`src/rtl/mod_74x169_n_pkg.sv`:
```
// rtl/mod_74x169_n_pkg.sv - shared 74xx constants, counter op encoding, modulus check
package mod_74x169_n_pkg;

  localparam logic DIR_UP   = 1'b1;
  localparam logic DIR_DOWN = 1'b0;

  // Active-low control levels
  localparam logic LOW_ASSERTED   = 1'b0;
  localparam logic LOW_DEASSERTED = 1'b1;

  typedef enum logic [1:0] {
    OP_HOLD  = 2'd0,
    OP_LOAD  = 2'd1,
    OP_COUNT = 2'd2
  } op_e;

  function automatic bit modulus_ok(input int width, input int modulus);
    return (width >= 1) && (width <= 30) && (modulus >= 2) && (modulus <= (1 << width));
  endfunction

endpackage

```
`src/rtl/mod_74x169_n_if.sv`:
```
// rtl/mod_74x169_n_if.sv - counter control/data bundle with driver and counter views
interface mod_74x169_n_if #(
  parameter int WIDTH = 4
);
  logic             load_n;
  logic             enp;
  logic             ent;
  logic             up;
  logic [WIDTH-1:0] d;
  logic [WIDTH-1:0] q;
  logic             rco;

  modport master (
    output load_n, enp, ent, up, d,
    input  q, rco
  );

  modport slave (
    input  load_n, enp, ent, up, d,
    output q, rco
  );
endinterface

```
`src/rtl/mod_74x169_n_cnt_next.sv`:
```
// rtl/mod_74x169_n_cnt_next.sv - next-count and terminal-count logic for a modulo up/down counter
module mod_74x_cnt_next
  import mod_74x169_n_pkg::*;
#(
  parameter int WIDTH   = 4,
  parameter int MODULUS = 2 ** WIDTH
) (
  input  logic [WIDTH-1:0] i_q,
  input  logic             i_up,
  output logic [WIDTH-1:0] o_next,
  output logic             o_tc
);

  localparam logic [WIDTH-1:0] LAST = WIDTH'(MODULUS - 1);

  // Counting up from an out-of-range value wraps to 0; counting down from one
  // simply decrements, walking back into range.
  always_comb begin
    o_next = i_q;
    o_tc   = 1'b0;
    if (i_up == DIR_UP) begin
      o_tc   = (i_q >= LAST);
      o_next = o_tc ? '0 : i_q + WIDTH'(1);
    end else begin
      o_tc   = (i_q == '0);
      o_next = o_tc ? LAST : i_q - WIDTH'(1);
    end
  end

endmodule

```
`src/rtl/mod_74x169_n.sv`:
```
// rtl/mod_74x169_n.sv - N-bit presettable up/down modulo counter with ENP/ENT and ripple carry out
module mod_74x169_n
  import mod_74x169_n_pkg::*;
#(
  parameter int WIDTH   = 4,
  parameter int MODULUS = 2 ** WIDTH
) (
  input  logic                i_clk,
  input  logic                i_clr_n,
  mod_74x169_n_if.slave       io_cnt
);

  generate
    if (!modulus_ok(WIDTH, MODULUS)) begin : g_bad_modulus
      $fatal(1, "mod_74x169_n: MODULUS must lie in [2, 2**WIDTH]");
    end
  endgenerate

  logic [WIDTH-1:0] r_q;
  logic [WIDTH-1:0] w_next;
  logic             w_tc;
  op_e              w_op;

  mod_74x_cnt_next #(
    .WIDTH   (WIDTH),
    .MODULUS (MODULUS)
  ) u_next (
    .i_q    (r_q),
    .i_up   (io_cnt.up),
    .o_next (w_next),
    .o_tc   (w_tc)
  );

  // Load wins over counting regardless of ENP/ENT/UP.
  always_comb begin
    w_op = OP_HOLD;
    if (io_cnt.load_n == LOW_ASSERTED) begin
      w_op = OP_LOAD;
    end else if (io_cnt.enp && io_cnt.ent) begin
      w_op = OP_COUNT;
    end
  end

  always_ff @(posedge i_clk or negedge i_clr_n) begin
    if (!i_clr_n) begin
      r_q <= '0;
    end else begin
      case (w_op)
        OP_LOAD:  r_q <= io_cnt.d;
        OP_COUNT: r_q <= w_next;
        default:  r_q <= r_q;
      endcase
    end
  end

  assign io_cnt.q   = r_q;
  assign io_cnt.rco = io_cnt.ent & w_tc;

endmodule
```
`src/flat_wrapper.sv`:
```
// flat-port wrapper written by rule: the top's interface ports become plain ports
module mod_74x169_n_flat import mod_74x169_n_pkg::*;
#(
  parameter int WIDTH   = 4,
  parameter int MODULUS = 2 ** WIDTH
)
  (i_clk, i_clr_n, io_cnt_load_n, io_cnt_enp, io_cnt_ent, io_cnt_up, io_cnt_d, io_cnt_q, io_cnt_rco);
  mod_74x169_n_if #(.WIDTH(WIDTH)) io_cnt_i ();
  input  logic i_clk;
  input  logic i_clr_n;
  input wire logic [$bits(io_cnt_i.load_n)-1:0] io_cnt_load_n;
  input wire logic [$bits(io_cnt_i.enp)-1:0] io_cnt_enp;
  input wire logic [$bits(io_cnt_i.ent)-1:0] io_cnt_ent;
  input wire logic [$bits(io_cnt_i.up)-1:0] io_cnt_up;
  input wire logic [$bits(io_cnt_i.d)-1:0] io_cnt_d;
  output wire logic [$bits(io_cnt_i.q)-1:0] io_cnt_q;
  output wire logic [$bits(io_cnt_i.rco)-1:0] io_cnt_rco;
  assign io_cnt_i.load_n = io_cnt_load_n;
  assign io_cnt_i.enp = io_cnt_enp;
  assign io_cnt_i.ent = io_cnt_ent;
  assign io_cnt_i.up = io_cnt_up;
  assign io_cnt_i.d = io_cnt_d;
  assign io_cnt_q = io_cnt_i.q;
  assign io_cnt_rco = io_cnt_i.rco;
  mod_74x169_n #(.WIDTH(WIDTH), .MODULUS(MODULUS)) u_core (.i_clk(i_clk), .i_clr_n(i_clr_n), .io_cnt(io_cnt_i));
endmodule
```
`config.mk`:
```
export PLATFORM = sky130hd
export DESIGN_NAME = mod_74x169_n_flat
export DESIGN_NICKNAME = d
export VERILOG_FILES = /design/src/rtl/mod_74x169_n_pkg.sv /design/src/rtl/mod_74x169_n_if.sv /design/src/rtl/mod_74x169_n_cnt_next.sv /design/src/rtl/mod_74x169_n.sv /design/src/flat_wrapper.sv
export SDC_FILE = /design/constraint.sdc
export NUM_CORES = 1
export LEC_CHECK = 0
export ABC_CLOCK_PERIOD_IN_PS = 2000
export CAP_MARGIN = 20
export CORE_AREA = 2 2 39 41
export DETAILED_ROUTE_END_ITERATION = 8
export DIE_AREA = 0 0 41 43
export PLACE_DENSITY = 0.59
export SLEW_MARGIN = 20
export SYNTH_ARGS = -nofsm -noshare
export SYNTH_HDL_FRONTEND = slang
export SYNTH_SLANG_ARGS = --single-unit
```
`constraint.sdc`:
```
create_clock -name i_clk -period 2 [get_ports i_clk]
set_clock_uncertainty 0.15 [all_clocks]
set_input_delay 0.4 -clock i_clk [delete_from_list [all_inputs] [get_ports i_clk]]
set_output_delay 0.4 -clock i_clk [all_outputs]
set_load 0.01 [all_outputs]
```
# Yosys cells after proc, flatten, opt, wreduce, memory -nomap -nowiden
# Cells that the tools add are included.
# Widths: inputs -> output; s select.
# totals
output_inout_bits,5
elab_cells,17
in_bits,10
regBits,4
# classes
order_cmp,1
eq_ne,2
muxes,7
bitwise,1
n_reduce_logical,3
add_sub_neg,2
# op_table
op,count
$mux 4,3
$pmux 4 s2,1
$add 4x1->4 const B,1
$ge 4x4->1 const B,1
$logic_not 4->1,1
$mux 2,2
$sub 4x1->4 const B,1
$eq 2x1->1 const B,1
$eq 2x2->1 const B,1
$reduce_bool 2->1,1
$and 1x1->1,1
$logic_and 1x1->1,1
$mux 1,1

# Longest topological paths before layout
# Gate-level depths: netlist of run 1.
# depth
depth_word,5
depth_mapped,6

# Modules after synthesis
# A second synthesis of run 1 with hierarchy kept.
# hier_totals
hier_cells,47
area_unflattened_um2,381.6
# modules_own_cells
mod,cells_each,n_inst,area_per_inst_um2
mod_74x169_n,24,1,229.0
mod_74x_cnt_next,23,1,152.6

# Worst setup path after synthesis of run 1
# OpenSTA, ideal clock, no wires.
# synth_timing
kind,reg2out
from,register u_core.r_q[0] (netlist: u_core.io_cnt.q[0])
to,output port io_cnt_rco
path_slack_ns,0.000
t_arrival_ns,1.450
required_ns,1.450
path_buffers,0
path_stages_with_launch,5
path_cell_list,dfrtp_1 -> inv_1 -> ha_1 -> or4b_4 -> a21boi_0
# synth_via
elab_chain_len,3
# synth_lines
element,line_no,source
"start, declared",mod_74x169_n.sv:19,logic [WIDTH-1:0] r_q;
"start signal, assigned",mod_74x169_n.sv:49,OP_LOAD: r_q <= io_cnt.d;
"start signal, assigned",mod_74x169_n.sv:50,OP_COUNT: r_q <= w_next;
"start signal, assigned",mod_74x169_n.sv:51,default: r_q <= r_q;
$ge 4x4->1 or $logic_not 4->1 (tied branches),"mod_74x169_n_cnt_next.sv:22, mod_74x169_n_cnt_next.sv:25",
$mux 1 *,mod_74x169_n_cnt_next.sv:21,if (i_up == DIR_UP) begin
$and 1x1->1 *,mod_74x169_n.sv:57,assign io_cnt.rco = io_cnt.ent & w_tc;
"end, declared",flat_wrapper.sv:17,output wire logic [$bits(io_cnt_i.rco)-1:0] io_cnt_rco;
# Mark *: on every way between the ends. The rest lies on a longest branch, timed or not.

# Worst setup path in the final report of run 1
# layout_timing
from,register u_core.r_q[1] (netlist: u_core.io_cnt.q[1])
to,output port io_cnt_rco
# The elaborated chain is that of the path after synthesis.

==> impl_metrics.env, run 1 <==
export IMPL_status="finished, violations left"
export IMPL_violations="negative setup slack"
export IMPL_totalWireLength_um=899
export IMPL_min_path_type="in -> async"
export IMPL_setup_violations=1
export IMPL_grt_max_degree=9
export IMPL_cap_viol_max_count=0
export IMPL_cts_tree="yes"
export IMPL_viasPerCell=4.63
export IMPL_cpMaxStageDelayCell="or4b_4"
export IMPL_max_stage_delay_ns=0.48
export IMPL_yosysWarnings=0
export IMPL_rsz0062_at_grt="true"
export IMPL_pre_cts_ws_ns=-0.632
export IMPL_synthDistinctLibCells=19
export IMPL_rr_worst_depth=7
export IMPL_finalCritPeriodShare_pct=106
export IMPL_clock_latency_ns=0.23
export IMPL_ys_seq_area_share_pct=30.9
export IMPL_num_nets_final=79
export IMPL_ff2ff_setup_slack_ns=0.21
export IMPL_hold_viol=0
export IMPL_cp_data_arrival_time_ns=1.56
export IMPL_dieArea_um2=1760
export IMPL_clkTransAtPathRegs_ns=0.04
export IMPL_first_pass_iters=2
export IMPL_instances_no_fill=81
export IMPL_worst_slew_pin_slew_ns=0.201
export IMPL_wl_per_cell_um=11.1
export IMPL_final_cell_mix="12 x clkdlybuf4s50_1, 8 x buf_4, 7 x nor2_1, 6 x a21oi_1, 4 x dfrtp_1"
export IMPL_yosysTopAreaCellShare_pct=30.9
export IMPL_io_buffer_count=14
export IMPL_final_layout_size_suffix_gt1_share_pct=26.2
export IMPL_p_per_area_nw_per_um2=586
export IMPL_slew_violations=0
export IMPL_stdcell_area_um2=573
export IMPL_die_h_um=43
export IMPL_r2r_start="u_core.io_cnt.q[1]"
export IMPL_vias=375
export IMPL_fmax_mhz=473
export IMPL_synthCells=41
export IMPL_num_rows=14
export IMPL_die_x_um=41
export IMPL_whs_ns=0.214
export IMPL_syn_area_per_cell_um2=7.90
export IMPL_syn_num_nets=53
export IMPL_dp_cells=77
export IMPL_power_uw=336
export IMPL_critPathCaptureType="output pin"
export IMPL_cp_required_ns=1.45
export IMPL_h_tree_depth=1
export IMPL_placed_cell_area_um2=533
export IMPL_start_kind="register"
export IMPL_yosys_area_top_type="dfrtp_1"
export IMPL_dp_final_hpwl_um=713
export IMPL_gr_usage_all_layers_pct=12.4
export IMPL_num_antenna_cells=0
export IMPL_endpoint="io_cnt_rco"
export IMPL_cts_made_buffers=3
export IMPL_syn_area_um2=324
export IMPL_antenna_found_initial=0
export IMPL_layout_commonest_cell="clkdlybuf4s50_1"
export IMPL_drc=0
export IMPL_critPathMaxFanout=2
export IMPL_cts_sinks=4
export IMPL_io_pins=15
export IMPL_p_leak_nw=0.248
export IMPL_antenna_left=0
export IMPL_clockBufferDepth=2
export IMPL_hold_buffers=0
export IMPL_largest_reg_flops=4
export IMPL_final_period_minus_worst_setup_slack_ns=2.11
export IMPL_place_congestion=0.817
export IMPL_synth_top_cells_by_area="dfrtp_1 31%, a21oi_1 9.3%, nor2_1 8.1%, ha_1 7.7%, nand4_1 5.8%"
export IMPL_final_core_util_pct=41.4
export IMPL_final_setup_tns_ns=-0.112
export IMPL_core_area_um2=1380
export IMPL_root_buffer="clkbuf_4"
export IMPL_grt_ovfl_total=0
export IMPL_synthToLayoutAreaGrowth_pct=76.8
export IMPL_path_cells="inv_2 -> ha_4 -> or4b_4 -> a21boi_2 -> buf_2"
export IMPL_maxSlewHeadroom_pct=86.5
export IMPL_max_vdd_ir_drop_uv=257
export IMPL_r2r_end="u_core.io_cnt.q[0]"
export IMPL_crit_start="u_core.io_cnt.q[1]"
export IMPL_layout_setup_ws_ns=-0.112
export IMPL_start_util_pct=23.4
export IMPL_synth_seq_cells=4
export IMPL_drt_iter0_markers=4
export IMPL_critPathKind="reg -> out"
export IMPL_grt_pass1_vias=352
export IMPL_grt_pass1_wl_um=1440
==> final cells by class <==
| cell class | count | area (µm²) |
|---|---|---|
| timing repair buffer | 22 | 194 |
| inverter | 3 | 11.3 |
| sequential | 4 | 100 |
| multi-input combinational | 33 | 225 |
| tap | 16 | 20.0 |
| clock buffer | 3 | 22.5 |
| fill | 152 | 811 |
==> cell usage after synthesis <==
| master | count |
|---|---|
| o31a_1 | 1 |
| a21boi_1 | 1 |
| o21ai_0 | 1 |
| nor3_1 | 1 |
| xor2_1 | 1 |
| xnor2_1 | 2 |
| dfrtp_1 | 4 |
| ha_1 | 2 |
| nor2_1 | 7 |
| or4b_4 | 1 |
| mux2i_1 | 1 |
| a21boi_0 | 1 |
| nand2_1 | 3 |
| nand4_1 | 3 |
| or4_1 | 1 |
| a21oi_1 | 6 |
| clkbuf_1 | 1 |
| a31oi_1 | 1 |
| inv_1 | 3 |
==> how the worst min path moves through the flow <==
| stage | startpoint | to | slack, ns | depth (start not counted) |
|---|---|---|---|---|
| after floorplan | i_clr_n | u_core.io_cnt.q[0] | -0.05 | 0 |
| after global placement | i_clr_n | u_core.io_cnt.q[0] | 0.47 | 1 |
| after detailed placement | i_clr_n | u_core.io_cnt.q[0] | 0.46 | 1 |
| after CTS | i_clr_n | u_core.io_cnt.q[0] | 0.21 | 1 |
| after global routing | i_clr_n | u_core.io_cnt.q[0] | 0.21 | 1 |
| final | i_clr_n | u_core.io_cnt.q[3] | 0.21 | 1 |
==> logic make-up after synthesis <==
kind of cell | after synthesis | share of synthesized area (%)
AND/OR/NAND/NOR | 16 | 25.5
XOR/XNOR | 3 | 8.11
adder cells (fa/ha/maj) | 2 | 7.72
AO/OA/AOI/OAI | 11 | 20.1
flip-flops | 4 | 30.9
multiplexers | 1 | 3.09
buffers and inverters | 4 | 4.63
==> timing repair <==
| item | in CTS | in global routing |
|---|---|---|
| pin swaps | 3 | 1 |
| gates resized for setup | 11 | 0 |
| buffers inserted | 1 | 0 |
| setup endpoints to repair | 1 | 1 |
==> worst max-delay path: cells and delay by family, from the launching register on <==
family / cells / cell delay, ns
simple gates: 1 / 0.48
flops: 1 / 0.38
buf+inv: 2 / 0.21
fa+ha+maj: 1 / 0.13
compound gates: 1 / 0.13
==> layer usage <==
metal  track usage, %  vias up  share of wire, %
met5                0        -                 0
met2             18.1       10                50
met3             2.09        2               3.2
met1             14.6      168                44
met4             10.7        0               2.7
li1                 -      195                 -
==> report_power, final <==
part           internal [mW]  total (mW)  leakage [nW]  switching, mW
sequential            0.0907      0.0970        0.0450        0.00639
clock                 0.0670      0.0982        0.0138         0.0312
combinational         0.0789       0.140         0.189         0.0615
(Power assumes the default switching activity.)
==> run 2: changes to the inputs <==
CTS_CLUSTER_DIAMETER = 100   (was unset)
HOLD_SLACK_MARGIN = 0.03   (was unset)
==> results of run 2 <==
Same layout as run 1: the final DEF is identical, and so are final timing and power.
